[src/rtl/amm_arb_pkg.sv]
// Shared types for the two-master Avalon-MM burst arbiter and its read-return tracker.
package amm_arb_pkg;

   localparam int RD_LEN_W = 11;

   typedef enum logic {IDLE, WR_LOCK} arb_state_t;

   typedef logic master_id_t;

   typedef struct packed {
      master_id_t            id;
      logic [RD_LEN_W-1:0]   len;
   } rd_entry_t;

   // A burstcount of zero is carried as a single beat everywhere.
   function automatic logic [RD_LEN_W-1:0] eff_len(input logic [RD_LEN_W-1:0] bc);
      return (bc == '0) ? RD_LEN_W'(1) : bc;
   endfunction

endpackage

[src/rtl/amm_arb_rd_tracker.sv]
// Outstanding-read FIFO: remembers which master issued each read burst and
// counts returning beats so the head entry retires on its final beat.
module amm_arb_rd_tracker
   import amm_arb_pkg::*;
#(
   parameter int DEPTH = 4
) (
   input  logic       clk,
   input  logic       rst_n,
   input  logic       push,
   input  rd_entry_t  push_entry,
   input  logic       beat,
   output logic       full,
   output logic       empty,
   output master_id_t head_id
);

   localparam int PTR_W = $clog2(DEPTH);

   rd_entry_t             mem [DEPTH];
   logic [PTR_W-1:0]      wr_ptr;
   logic [PTR_W-1:0]      rd_ptr;
   logic [PTR_W:0]        count;
   logic [RD_LEN_W-1:0]   head_beats;
   logic                  push_ok;
   logic                  pop;

   assign full    = (count == (PTR_W+1)'(DEPTH));
   assign empty   = (count == '0);
   assign head_id = mem[rd_ptr].id;
   assign push_ok = push & ~full;
   assign pop     = beat & ~empty & (head_beats == mem[rd_ptr].len - RD_LEN_W'(1));

   always_ff @(posedge clk) begin
      if (push_ok) mem[wr_ptr] <= push_entry;
   end

   always_ff @(posedge clk or negedge rst_n) begin
      if (!rst_n) begin
         wr_ptr     <= '0;
         rd_ptr     <= '0;
         count      <= '0;
         head_beats <= '0;
      end else begin
         if (push_ok) wr_ptr <= wr_ptr + PTR_W'(1);
         if (pop)     rd_ptr <= rd_ptr + PTR_W'(1);
         case ({push_ok, pop})
            2'b10:   count <= count + (PTR_W+1)'(1);
            2'b01:   count <= count - (PTR_W+1)'(1);
            default: count <= count;
         endcase
         if (pop)                head_beats <= '0;
         else if (beat && !empty) head_beats <= head_beats + RD_LEN_W'(1);
      end
   end

endmodule

[src/rtl/amm_burst_arbiter.sv]
// Round-robin arbiter sharing one Avalon-MM burst slave between m0 and m1;
// write bursts lock the grant, read bursts are tracked for return routing.
//
// state   | meaning
// IDLE    | combinational round-robin grant among eligible requesters
// WR_LOCK | grant held by owner until the last beat of its write burst
module amm_burst_arbiter
   import amm_arb_pkg::*;
#(
   parameter int ADDR_W       = 31,
   parameter int DATA_W       = 64,
   parameter int BURST_W      = RD_LEN_W,
   parameter int MAX_RD_OUTST = 4
) (
   input  logic                clk,
   input  logic                rst_n,
   input  logic [ADDR_W-1:0]   m0_address,
   input  logic                m0_read,
   input  logic                m0_write,
   input  logic [DATA_W/8-1:0] m0_byteenable,
   input  logic [BURST_W-1:0]  m0_burstcount,
   input  logic [DATA_W-1:0]   m0_writedata,
   output logic                m0_waitrequest,
   output logic [DATA_W-1:0]   m0_readdata,
   output logic                m0_readdatavalid,
   input  logic [ADDR_W-1:0]   m1_address,
   input  logic                m1_read,
   input  logic                m1_write,
   input  logic [DATA_W/8-1:0] m1_byteenable,
   input  logic [BURST_W-1:0]  m1_burstcount,
   input  logic [DATA_W-1:0]   m1_writedata,
   output logic                m1_waitrequest,
   output logic [DATA_W-1:0]   m1_readdata,
   output logic                m1_readdatavalid,
   output logic [ADDR_W-1:0]   s_address,
   output logic                s_read,
   output logic                s_write,
   output logic [DATA_W/8-1:0] s_byteenable,
   output logic [BURST_W-1:0]  s_burstcount,
   output logic [DATA_W-1:0]   s_writedata,
   input  logic [DATA_W-1:0]   s_readdata,
   input  logic                s_readdatavalid,
   input  logic                s_waitrequest,
   output logic                err_unexp_rdv
);

   arb_state_t          state, next_state;
   master_id_t          grant, owner, last_grant, head_id;
   logic                grant_valid, req0, req1, accept;
   logic                sel_read, sel_write;
   logic [BURST_W-1:0]  beat_cnt, first_cnt;
   logic                rd_full, rd_empty;
   rd_entry_t           push_entry;

   always_comb begin
      grant          = 1'b0;
      grant_valid    = 1'b0;
      next_state     = state;
      // A read cannot be taken while the tracker is full, so it is not eligible.
      req0 = m0_write | (m0_read & ~rd_full);
      req1 = m1_write | (m1_read & ~rd_full);
      case (state)
         IDLE: begin
            grant_valid = req0 | req1;
            grant       = (req0 && req1) ? ~last_grant : req1;
         end
         WR_LOCK: begin
            grant       = owner;
            grant_valid = 1'b1;
         end
         default: ;
      endcase

      sel_read     = grant ? m1_read       : m0_read;
      sel_write    = grant ? m1_write      : m0_write;
      s_address    = grant ? m1_address    : m0_address;
      s_byteenable = grant ? m1_byteenable : m0_byteenable;
      s_burstcount = grant ? m1_burstcount : m0_burstcount;
      s_writedata  = grant ? m1_writedata  : m0_writedata;

      s_read  = grant_valid & sel_read & ~rd_full & (state == IDLE);
      s_write = grant_valid & sel_write;
      accept  = (s_read | s_write) & ~s_waitrequest;

      m0_waitrequest = ~(grant_valid & (grant == 1'b0)) | s_waitrequest;
      m1_waitrequest = ~(grant_valid & (grant == 1'b1)) | s_waitrequest;

      case (state)
         IDLE:    if (s_write && accept && first_cnt != '0) next_state = WR_LOCK;
         WR_LOCK: if (s_write && accept && beat_cnt == BURST_W'(1)) next_state = IDLE;
         default: next_state = IDLE;
      endcase
   end

   assign first_cnt = BURST_W'(eff_len(RD_LEN_W'(s_burstcount))) - BURST_W'(1);

   always_ff @(posedge clk or negedge rst_n) begin
      if (!rst_n) begin
         state      <= IDLE;
         owner      <= 1'b0;
         last_grant <= 1'b1;
         beat_cnt   <= '0;
      end else begin
         state <= next_state;
         if (accept) last_grant <= grant;
         if (state == IDLE && s_write && accept) begin
            owner    <= grant;
            beat_cnt <= first_cnt;
         end else if (state == WR_LOCK && s_write && accept) begin
            beat_cnt <= beat_cnt - BURST_W'(1);
         end
      end
   end

   assign push_entry = '{id: grant, len: eff_len(RD_LEN_W'(s_burstcount))};

   amm_arb_rd_tracker #(.DEPTH(MAX_RD_OUTST)) u_rd_tracker (
      .clk        (clk),
      .rst_n      (rst_n),
      .push       (s_read & ~s_waitrequest),
      .push_entry (push_entry),
      .beat       (s_readdatavalid),
      .full       (rd_full),
      .empty      (rd_empty),
      .head_id    (head_id)
   );

   assign m0_readdata      = s_readdata;
   assign m1_readdata      = s_readdata;
   assign m0_readdatavalid = s_readdatavalid & ~rd_empty & (head_id == 1'b0);
   assign m1_readdatavalid = s_readdatavalid & ~rd_empty & (head_id == 1'b1);
   assign err_unexp_rdv    = s_readdatavalid & rd_empty;

endmodule

[config.mk]
export PLATFORM = sky130hd
export DESIGN_NAME = amm_burst_arbiter
export DESIGN_NICKNAME = d
export VERILOG_FILES = /design/src/rtl/amm_arb_pkg.sv /design/src/rtl/amm_arb_rd_tracker.sv /design/src/rtl/amm_burst_arbiter.sv
export SDC_FILE = /design/constraint.sdc
export NUM_CORES = 1
export LEC_CHECK = 0
export BUFFER_PORTS_ARGS = -buffer_cell sky130_fd_sc_hd__buf_2
export CAP_MARGIN = 20
export CORE_AREA = 4 4 212 214
export DETAILED_ROUTE_END_ITERATION = 12
export DIE_AREA = 0 0 216 218
export PLACE_DENSITY = 0.45
export SLEW_MARGIN = 5
export SYNTH_ARGS = -nofsm -noshare
export SYNTH_HDL_FRONTEND = slang
export SYNTH_SLANG_ARGS = --single-unit
export TNS_END_PERCENT = 100
[constraint.sdc]
create_clock -name clk -period 5 [get_ports clk]
set_clock_uncertainty 0.2 [all_clocks]
set_input_delay 0.25 -clock clk [delete_from_list [all_inputs] [get_ports clk]]
set_output_delay 0.25 -clock clk [all_outputs]
set_load 0.03 [all_outputs]
==> Word level (Yosys, flattened, before mapping) <==
Memories as Yosys holds them, arrays and structs flattened.
Cells that the tools add are included.
{ "totals": {"reg_bits": 32, "ramBits": 48, "input_bits": 300, "output_inout_bits": 249, "elab_cells": 89, "n_memories": 1} }
{ "memory_table": {"columns": ["name", "words", "width", "read_ports", "rd_ports_with_merged_regs", "wr", "line", "rtl"], "rows": [
  ["u_rd_tracker.mem", 4, 12, 1, 0, 1, "amm_arb_rd_tracker.sv:20", "rd_entry_t mem [DEPTH];"]
]} }
{ "classes": {"addsub": 8, "eq_ne": 5, "mux": 20, "bitwise_logic": 31, "n_reduce_logical": 16} }
{ "ops": {"columns": ["cell", "count"], "rows": [
  ["$mux W11", 6],
  ["$mux W64", 1],
  ["$sub A11 B1 Y11 const B", 3],
  ["$mux W31", 1],
  ["$and A1 B1 Y1", 16],
  ["$add A11 B1 Y11 const B", 1],
  ["$eq A11 B1 Y1 const B", 1],
  ["$eq A11 B11 Y1", 1],
  ["$logic_not A11 Y1", 1],
  ["$reduce_bool A11 Y1", 1],
  ["$logic_and A1 B1 Y1", 9],
  ["$not A1 Y1", 9],
  ["$mux W8", 1],
  ["$mux W1", 7],
  ["$or A1 B1 Y1", 6],
  ["$pmux W1 S2", 3],
  ["$pmux W3 S2", 1],
  ["$reduce_bool A2 Y1", 3],
  ["$add A2 B1 Y2 const B", 2],
  ["$add A3 B1 Y3 const B", 1],
  ["$eq A3 B3 Y1 const B", 1],
  ["$logic_not A3 Y1", 1],
  ["$sub A3 B1 Y3 const B", 1],
  ["$eq A2 B1 Y1 const B", 1],
  ["other kinds (2)", 2]
]} }

==> Longest topological paths before layout <==
Gate-level depths: netlist (run 1).
{ "logic_depth": {"word_depth": 17, "depth_mapped": 18, "depth_no_buf": 16} }

==> Cells and area by module <==
A second synthesis (run 1) with hierarchy kept.
{ "hier_totals": {"cells_unflattened": 877, "area_unflattened_um2": 6929.1} }
{ "by_module_without_submodules": {"columns": ["module", "instances", "cells_each", "area_each_um2", "seq_area_each_um2"], "rows": [
  ["amm_burst_arbiter", 1, 670, 3847.4, 351.6],
  ["amm_arb_rd_tracker", 1, 207, 3081.7, 1891.8]
]} }

==> Worst setup path after synthesis (run 1) <==
Ideal clock, no wire load.
{ "synth_path": {"path_kind": "reg2reg", "start": "reg u_rd_tracker.count[2]", "end": "reg state", "arrival_ps": 4465, "required_time_ps": 4664, "path_slack_ps": 198, "stages_incl_launch_ff": 15, "synth_period_minus_slack_ps": 4802, "cell_sequence": "dfrtp_1 nor4b_1 o41ai_1 buf_2 buf_2 clkbuf_1 buf_1 mux2_2 inv_1 ha_1 inv_1 or4_1 or4b_2 nor4_1 o21ai_0"} }
{ "synth_lines": {"columns": ["element", "line", "rtl"], "rows": [
  ["start: declaration", "amm_arb_rd_tracker.sv:23", "logic [PTR_W:0] count;"],
  ["start signal: assignment", "amm_arb_rd_tracker.sv:48", "2'b10: count <= count + (PTR_W+1)'(1);"],
  ["start signal: assignment", "amm_arb_rd_tracker.sv:49", "2'b01: count <= count - (PTR_W+1)'(1);"],
  ["start signal: assignment", "amm_arb_rd_tracker.sv:50", "default: count <= count;"],
  ["$eq A3 B3 Y1 (*)", "amm_arb_rd_tracker.sv:28", "assign full = (count == (PTR_W+1)'(DEPTH));"],
  ["$not A1 Y1 (*)", "amm_burst_arbiter.sv:60, amm_burst_arbiter.sv:61", null],
  ["$and A1 B1 Y1 (on tied branches)", "amm_burst_arbiter.sv:60, amm_burst_arbiter.sv:61", null],
  ["$or A1 B1 Y1 (on tied branches)", "amm_burst_arbiter.sv:60, amm_burst_arbiter.sv:61", null],
  ["$logic_and A1 B1 Y1", "amm_burst_arbiter.sv:65", "grant = (req0 && req1) ? ~last_grant : req1;"],
  ["$mux W1 (*)", "amm_burst_arbiter.sv:65", null],
  ["$pmux W1 S2 (*)", "amm_burst_arbiter.sv:62", "case (state)"],
  ["$mux W11 (*)", "amm_burst_arbiter.sv:78", "s_burstcount = grant ? m1_burstcount : m0_burstcount;"],
  ["net s_burstcount[1]", "amm_burst_arbiter.sv:39", "output logic [BURST_W-1:0] s_burstcount,"],
  ["$logic_not A11 Y1", "amm_arb_pkg.sv:17", "return (bc == '0) ? RD_LEN_W'(1) : bc;"],
  ["$mux W11 (*)", "amm_arb_pkg.sv:17", null],
  ["$sub A11 B1 Y11 (*)", "amm_burst_arbiter.sv:95", "assign first_cnt = BURST_W'(eff_len(RD_LEN_W'(s_burstcount))) - BURST_W'(1);"],
  ["$reduce_bool A11 Y1 (*)", "amm_burst_arbiter.sv:89", "IDLE: if (s_write && accept && first_cnt != '0) next_state = WR_LOCK;"],
  ["$logic_and A1 B1 Y1 (*)", "amm_burst_arbiter.sv:89", null],
  ["$mux W1 (*)", "amm_burst_arbiter.sv:89", null],
  ["$pmux W1 S2 (*)", "amm_burst_arbiter.sv:88", "case (state)"],
  ["net next_state", "amm_burst_arbiter.sv:47", "arb_state_t state, next_state;"],
  ["end signal: assignment", "amm_burst_arbiter.sv:104", "state <= next_state;"],
  ["end: declaration", "amm_burst_arbiter.sv:47", null]
]} }
Mark *: on every way through the listed nets, which the timed path passes. The rest lies on a longest branch.
A chain may end at the register's enable or synchronous reset.

==> Final worst setup path (run 1) <==
{ "layout_path": {"start": "reg u_rd_tracker.rd_ptr[0]", "end": "reg u_rd_tracker.count[2]"} }
{ "layout_via": {"elab_chain_len": 6} }
{ "layout_lines": {"columns": ["element", "line", "rtl"], "rows": [
  ["start: declaration", "amm_arb_rd_tracker.sv:22", "logic [PTR_W-1:0] rd_ptr;"],
  ["start signal: assignment", "amm_arb_rd_tracker.sv:46", "if (pop) rd_ptr <= rd_ptr + PTR_W'(1);"],
  ["$mem_v2 Z4 W12 (*)", null, null],
  ["$sub A11 B1 Y11 (*)", "amm_arb_rd_tracker.sv:32", "assign pop = beat & ~empty & (head_beats == mem[rd_ptr].len - RD_LEN_W'(1));"],
  ["$eq A11 B11 Y1 (*)", "amm_arb_rd_tracker.sv:32", null],
  ["$and A1 B1 Y1 (*)", "amm_arb_rd_tracker.sv:32", null],
  ["$eq A2 B1 Y1 or $eq A2 B2 Y1 (tied branches)", "amm_arb_rd_tracker.sv:47", "case ({push_ok, pop})"],
  ["$pmux W3 S2 or $reduce_bool A2 Y1 (tied branches)", null, null]
]} }
Mark *: on every way between the ends. The rest lies on a longest branch, timed or not.

==> results of run 1 <==
[synthesized netlist by cell type (all sizes together) (4+ instances only)]
master | n | area share
a21oi | 14 | 0.010
and2 | 8 | 0.0073
and3 | 6 | 0.0055
buf | 145 | 0.15
clkbuf | 13 | 0.0071
dfrtp | 31 | 0.11
edfxtp | 48 | 0.21
ha | 11 | 0.020
inv | 24 | 0.013
mux2 | 125 | 0.20
mux2i | 11 | 0.016
mux4 | 12 | 0.039
nand2 | 24 | 0.013
nand2b | 4 | 0.0036
nand3 | 17 | 0.012
nor2 | 31 | 0.017
nor2b | 4 | 0.0036
nor3 | 17 | 0.012
nor3b | 6 | 0.0065
nor4 | 4 | 0.0036
o21ai | 24 | 0.017
o22ai | 5 | 0.0045
or3 | 12 | 0.011
xnor2 | 20 | 0.025
xor2 | 10 | 0.014
[cell type report]
type                       instances  area share
multi-input combinational        404       0.398
tap                              585      0.0845
clock buffer                      10      0.0264
sequential                        80       0.259
inverter                          24      0.0104
clock inverter                     6     0.00535
timing repair buffer             368       0.216
[worst paths after layout]
path | slack (ns) | startpoint | to
max in group asynchronous | 3.67 | rst_n | beat_cnt[1]$_DFFE_PN0P_
min reg2reg | 0.29 | owner$_DFFE_PN0P_ | owner$_DFFE_PN0P_
min | 0.15 | s_waitrequest | last_grant$_DFFE_PN1P_
min in group asynchronous | 0.39 | rst_n | u_rd_tracker.head_beats[2]$_DFFE_PN0P_
max | 0.49 | u_rd_tracker.rd_ptr[0]$_DFFE_PN0P_ | u_rd_tracker.count[2]$_DFFE_PN0P_
max reg2reg | 0.49 | u_rd_tracker.rd_ptr[0]$_DFFE_PN0P_ | u_rd_tracker.count[2]$_DFFE_PN0P_
[metal layers]
metal | vias to the layer above | routed length [um] | global-route usage
met5 | - | 0 | 0.00729
met4 | 0 | 75 | 0.0100
met3 | 9 | 1910 | 0.0362
met2 | 255 | 11200 | 0.154
met1 | 2692 | 10600 | 0.124
li1 | 2698 | - | -
[worst max-delay path: cells and delay by family, from the launching register on]
kind | cells | cell delay, ns
buf+inv | 2 | 0.14
fa+ha+maj | 3 | 0.76
mux | 1 | 0.60
simple gates | 5 | 1.06
compound gates | 3 | 0.75
flops | 1 | 0.60
xor+xnor | 2 | 0.30
[power groups by stage]
| stage | Clock (uW) | Sequential, uW | Combinational (uW) |
|---|---|---|---|
| floorplan | 0 | 932 | 2010 |
| CTS | 629 | 968 | 2490 |
| detailed placement | 0 | 979 | 2480 |
| global placement | 0 | 981 | 2460 |
| global route | 648 | 987 | 2650 |
| finish | 603 | 968 | 2460 |
[kinds of logic (layout without fill, tap and decap cells)]
group / count (synthesis) / after routing / synth area share
simple gates: 150 / 150 / 0.116
flops: 80 / 80 / 0.326
mux: 148 / 148 / 0.260
buf+inv: 182 / 408 / 0.174
fa+ha+maj: 12 / 12 / 0.0229
compound gates: 64 / 64 / 0.0617
xor+xnor: 30 / 30 / 0.0393
[state kept, by name, indices dropped and copies added, names as in the netlist]
name                     flops
u_rd_tracker.head_beats     11
last_grant                   1
u_rd_tracker.rd_ptr          2
u_rd_tracker.wr_ptr          2
u_rd_tracker.mem            48
u_rd_tracker.count           3
beat_cnt                    11
state                        1
owner                        1
[stage by stage]
stage | worst slack [ns] | hold WS (ns) | total power [uW]
floorplan | 0.198 | -0.246 | 2940
detailed placement | 0.444 | 0.207 | 3460
global placement | 0.494 | 0.209 | 3450
finish | 0.490 | 0.152 | 4030
global route | 0.143 | 0.147 | 4290
CTS | 0.423 | 0.130 | 4090
==> results.py, run 1 <==
metrics = {
    "clocking": {
        "cts_root_buf": "clkbuf_16",
        "cts_made_buffers": 9,
        "ctsResizeCount": 0,
        "cts_tree": "done",
        "h-tree-depth": 3,
        "post_cts_buffers": 0,
        "clk_pin_slew_ns": 0.06,
        "worstSkewPairLatency_ns": 0.34,
        "cts.sinks": 80,
        "cts_buffer_depth": 2,
        "ctsHoldBuffers": 1,
    },
    "power_and_ir_drop": {
        "switching_power_uw": 1900,
        "p_sw_frac": 0.471,
        "p_leak_uw": 0.00368,
        "seq_power_share": 0.240,
        "peakVddDrop_mv": 0.217,
        "p_int_uw": 2130,
        "clock_power_share": 0.150,
        "pwr-share-comb": 0.610,
        "pwr_density_cell_nw_per_um2": 465,
    },
    "floorplan": {
        "die-width_um": 216,
        "core_sq_um": 42900,
        "die-area_sq_um": 47100,
        "dieHeight_um": 218,
        "initial_utilization": 0.160,
        "row_count": 76,
        "io_pins": 549,
    },
    "min_path": {
        "worst_hold_path.num_cells": 3,
        "min_path_type": "in2reg",
    },
    "finish": {
        "nets": 1199,
        "multi_input_area_sq_um": 3450,
        "regArea_sq_um": 2240,
        "layout-drive-gt1-share": 0.593,
        "fin_cells": 1477,
        "antennaDiodeCount": 0,
        "layout_commonest_cell": "buf_2",
        "area_growth_pct": 25.9,
        "final_cell_mix": "356 x buf_2, 125 x mux2_2, 48 x edfxtp_1",
        "fin_area_sq_um": 8660,
        "n_fill_cell": 4756,
        "fin_util": 0.202,
    },
    "critical_path": {
        "crit_path_max_incr_delay_ns": 0.60,
        "path_max_fanout": 9,
        "slowest_stage": "dfrtp_1",
        "cp-end-kind": "flip-flop",
        "path_cells": "mux4_2, inv_1, ha_1, nand2_1, o22ai_1, nand2_1, or4b_1, o2111a_1, a2111oi_4, and2_1, ha_1, inv_1, fa_1, xor2_1, nor2_1, xor2_1",
        "cp-start-kind": "flip-flop",
        "worstPathArrival_ns": 4.57,
        "critPathKind": "reg2reg",
        "reg2reg_depth": 16,
        "cp.required_ns": 5.06,
    },
    "placement": {
        "portBuffers": 356,
        "placed_cells": 1460,
        "dpl.hpwl_mm": 20.3,
        "place_area_sq_um": 8380,
        "gp_congestion": 0.801,
    },
    "detailed_routing": {
        "drt_pass1_iterations": 5,
        "vias": 5654,
        "antenna_left": 0,
        "avgRoutedWirePerCell_um": 16.1,
        "routed_wl_mm": 23.7,
        "drt_iter0_markers": 212,
        "drcViolationCount": 0,
        "vias_per_cell": 3.83,
    },
    "timing": {
        "maxSlewViolCount": 0,
        "max-slew-margin-rel": 0.363,
        "rsz0062_at_grt": "no",
        "max_clock_freq_mhz": 222,
        "worst_pin_slew_ns": 0.929,
        "post-route-period-util": 0.902,
        "setup_tns_ns": 0,
        "finalSetupViolCount": 0,
        "fin_crit_ns": 4.51,
        "hold_viol": 0,
    },
    "synthesis": {
        "synth_area_per_cell_sq_um": 10.3,
        "synth_warnings": 0,
        "synthArstFlopShare": 0.400,
        "synth-seq-cells": 80,
        "syn_inst": 666,
        "ys_types": 55,
        "synth_fp_nets": 978,
        "syn-cell-area_sq_um": 6880,
        "synth_edf_count": 48,
        "yosys_most_used_dff": "edfxtp_1",
        "yosysSeqAreaShare": 0.326,
    },
    "global_routing": {
        "antenna_found_initial": 0,
        "grt_pass1_vias": 5833,
        "grt_overflow": 0,
        "grt_start_max_net_pins": 61,
        "grt_usage": 0.0949,
        "grt_pass1_wl_mm": 35.1,
    },
    "flow_run": {
        "maxCapViolations": 0,
    },
    "status": {
        "outcome": "finished clean",
    },
}
No activity file was read; power rests on OpenSTA's default activity.
==> run 2: changes to the inputs <==
--- a/config.mk
+++ b/config.mk
@@ -8,6 +8,7 @@
 export BUFFER_PORTS_ARGS = -buffer_cell sky130_fd_sc_hd__buf_2
 export CAP_MARGIN = 20
 export CORE_AREA = 4 4 212 214
+export CTS_BUF_LIST = sky130_fd_sc_hd__clkbuf_4
 export DETAILED_ROUTE_END_ITERATION = 12
 export DIE_AREA = 0 0 216 218
 export PLACE_DENSITY = 0.45
==> results.py, run 2 (synthesized netlist as in run 1, its figures left out) <==
metrics = {
    "timing": {
        "hold_viol": 0,
        "worst_pin_slew_ns": 0.937,
        "whs_ns": 0.0421,
        "fin_crit_ns": 4.53,
        "rsz0062_at_grt": "no",
        "max_clock_freq_mhz": 221,
        "maxSlewViolCount": 0,
        "post-route-period-util": 0.905,
        "finalSetupViolCount": 0,
        "max-slew-margin-rel": 0.357,
        "setup_tns_ns": 0,
    },
    "critical_path": {
        "r2r_slack_ns": 0.47,
        "slowest_stage": "dfrtp_1",
        "timing.rr.start": "u_rd_tracker.rd_ptr[0]$_DFFE_PN0P_",
        "cp-startpoint": "u_rd_tracker.rd_ptr[0]$_DFFE_PN0P_",
        "worstPathArrival_ns": 4.70,
        "path_max_fanout": 9,
        "cp_num_buf_inv": 2,
        "crit_path_max_incr_delay_ns": 0.63,
        "cp-end-kind": "flip-flop",
        "cp.required_ns": 5.17,
        "path_cells": "mux4_2, inv_1, ha_1, nand2_1, o22ai_1, nand2_1, or4b_1, o2111a_1, a2111oi_4, and2_1, ha_1, inv_1, fa_1, xor2_1, nor2_1, xor2_1",
        "critPathKind": "reg2reg",
        "critical-path-top-delay-family": "simple AND/OR/NAND/NOR gates",
        "cp-start-kind": "flip-flop",
    },
    "min_path": {
        "min_from": "m1_burstcount[3]",
        "min_path_type": "in2reg",
    },
    "floorplan": {
        "initial_utilization": 0.160,
        "io_pins": 549,
        "die-width_um": 216,
        "core_sq_um": 42900,
        "die-area_sq_um": 47100,
        "row_count": 76,
        "dieHeight_um": 218,
    },
    "status": {
        "outcome": "finished clean",
    },
    "power_and_ir_drop": {
        "pwr_density_cell_nw_per_um2": 443,
        "p_leak_uw": 0.00361,
        "peakVddDrop_mv": 0.196,
    },
    "clocking": {
        "worstSkewPairLatency_ns": 0.44,
        "cts_tree": "done",
        "clk_pin_slew_ns": 0.14,
        "cts.sinks": 80,
        "cts_buffer_depth": 2,
        "cts_made_buffers": 9,
        "cts_root_buf": "clkbuf_4",
        "h-tree-depth": 3,
    },
    "global_routing": {
        "grt_pass1_wl_mm": 35.0,
        "antenna_found_initial": 0,
        "grt_overflow": 0,
        "grt_usage": 0.0947,
        "grt_pass1_vias": 5822,
        "grt_start_max_net_pins": 61,
    },
    "placement": {
        "gp_congestion": 0.801,
        "dpl.hpwl_mm": 20.3,
        "portBuffers": 356,
    },
    "finish": {
        "layout_commonest_cell": "buf_2",
        "nets": 1200,
        "reg_top3": "u_rd_tracker.mem x48, beat_cnt x11, u_rd_tracker.head_beats x11",
        "largest_register_ffs": 48,
        "final_cell_mix": "356 x buf_2, 125 x mux2_2, 48 x edfxtp_1",
        "area_growth_pct": 23.8,
        "antennaDiodeCount": 0,
        "top_register": "u_rd_tracker.mem",
        "layout-drive-gt1-share": 0.594,
    },
    "detailed_routing": {
        "routed_wl_mm": 23.7,
        "drt_iter0_markers": 230,
        "vias_per_cell": 3.83,
        "vias": 5655,
        "drcViolationCount": 0,
        "antenna_left": 0,
        "avgRoutedWirePerCell_um": 16.0,
        "drt_pass1_iterations": 5,
    },
    "flow_run": {
        "maxCapViolations": 0,
    },
}
## run 2: changes by cell type in the layout (fill, tap and decap cells not counted)
| cell | previous run | this run |
|---|---|---|
| clkbuf_16 | 9 | 0 |
| dlygate4sd3_1 | 1 | 2 |
| clkbuf_1 | 1 | 0 |
| clkbuf_4 | 0 | 10 |
## run 2: worst reg2reg max path: cells and delay by family (launching register included)
| kind | cells | cell delay (ns) |
|---|---|---|
| fa+ha+maj | 3 | 0.76 |
| simple gates | 5 | 1.07 |
| compound gates | 3 | 0.75 |
| mux | 1 | 0.60 |
| buf+inv | 2 | 0.14 |
| flops | 1 | 0.63 |
| xor+xnor | 2 | 0.30 |
## run 2: repair_timing
item	CTS	global route
endpoints found under the hold margin	32	0
resized for setup	0	0
hold buffers	2	0
setup buffers	0	0
## run 2: per-layer routing
layer / up-vias / wire length (um) / GRT usage
met1: 2681 / 10500 / 0.124
met5: - / 0 / 0.00729
li1: 2699 / - / -
met4: 0 / 98 / 0.00939
met3: 10 / 1960 / 0.0362
met2: 265 / 11100 / 0.153
## run 2: cell type report
type | count | area (sq um)
multi-input combinational | 404 | 3450
tap | 585 | 732
clock buffer | 10 | 75.1
timing repair buffer | 369 | 1880
sequential | 80 | 2240
fill | 4772 | 34400
clock inverter | 6 | 46.3
inverter | 24 | 90.1
## run 2: final timing paths
path	to	cells after the start
min in group asynchronous	u_rd_tracker.head_beats[2]$_DFFE_PN0P_	2
max	u_rd_tracker.count[2]$_DFFE_PN0P_	16
min	u_rd_tracker.mem[0][3]$_DFFE_PP_	2
max reg2reg	u_rd_tracker.count[2]$_DFFE_PN0P_	16
max in group asynchronous	beat_cnt[1]$_DFFE_PN0P_	2
min reg2reg	owner$_DFFE_PN0P_	2
## run 2: per-stage QoR
step	setup WS, ns	area (sq um)	total power (uW)	util	cells
after floorplan	0.198	6880	2940	-	666
after global placement	0.494	8380	3450	0.195	1460
after detailed placement	0.444	8380	3460	0.195	1460
after CTS	0.414	8520	3820	0.199	1478
after global routing	0.126	8520	4020	0.199	1478
final	0.473	8520	3770	0.199	1478
## run 2: where the power goes
group	total, uW	internal (uW)	leakage (uW)	switching [uW]
logic	2460	947	0.00273	1510
registers	966	847	0.000830	119
clock network	344	108	0.0000509	236
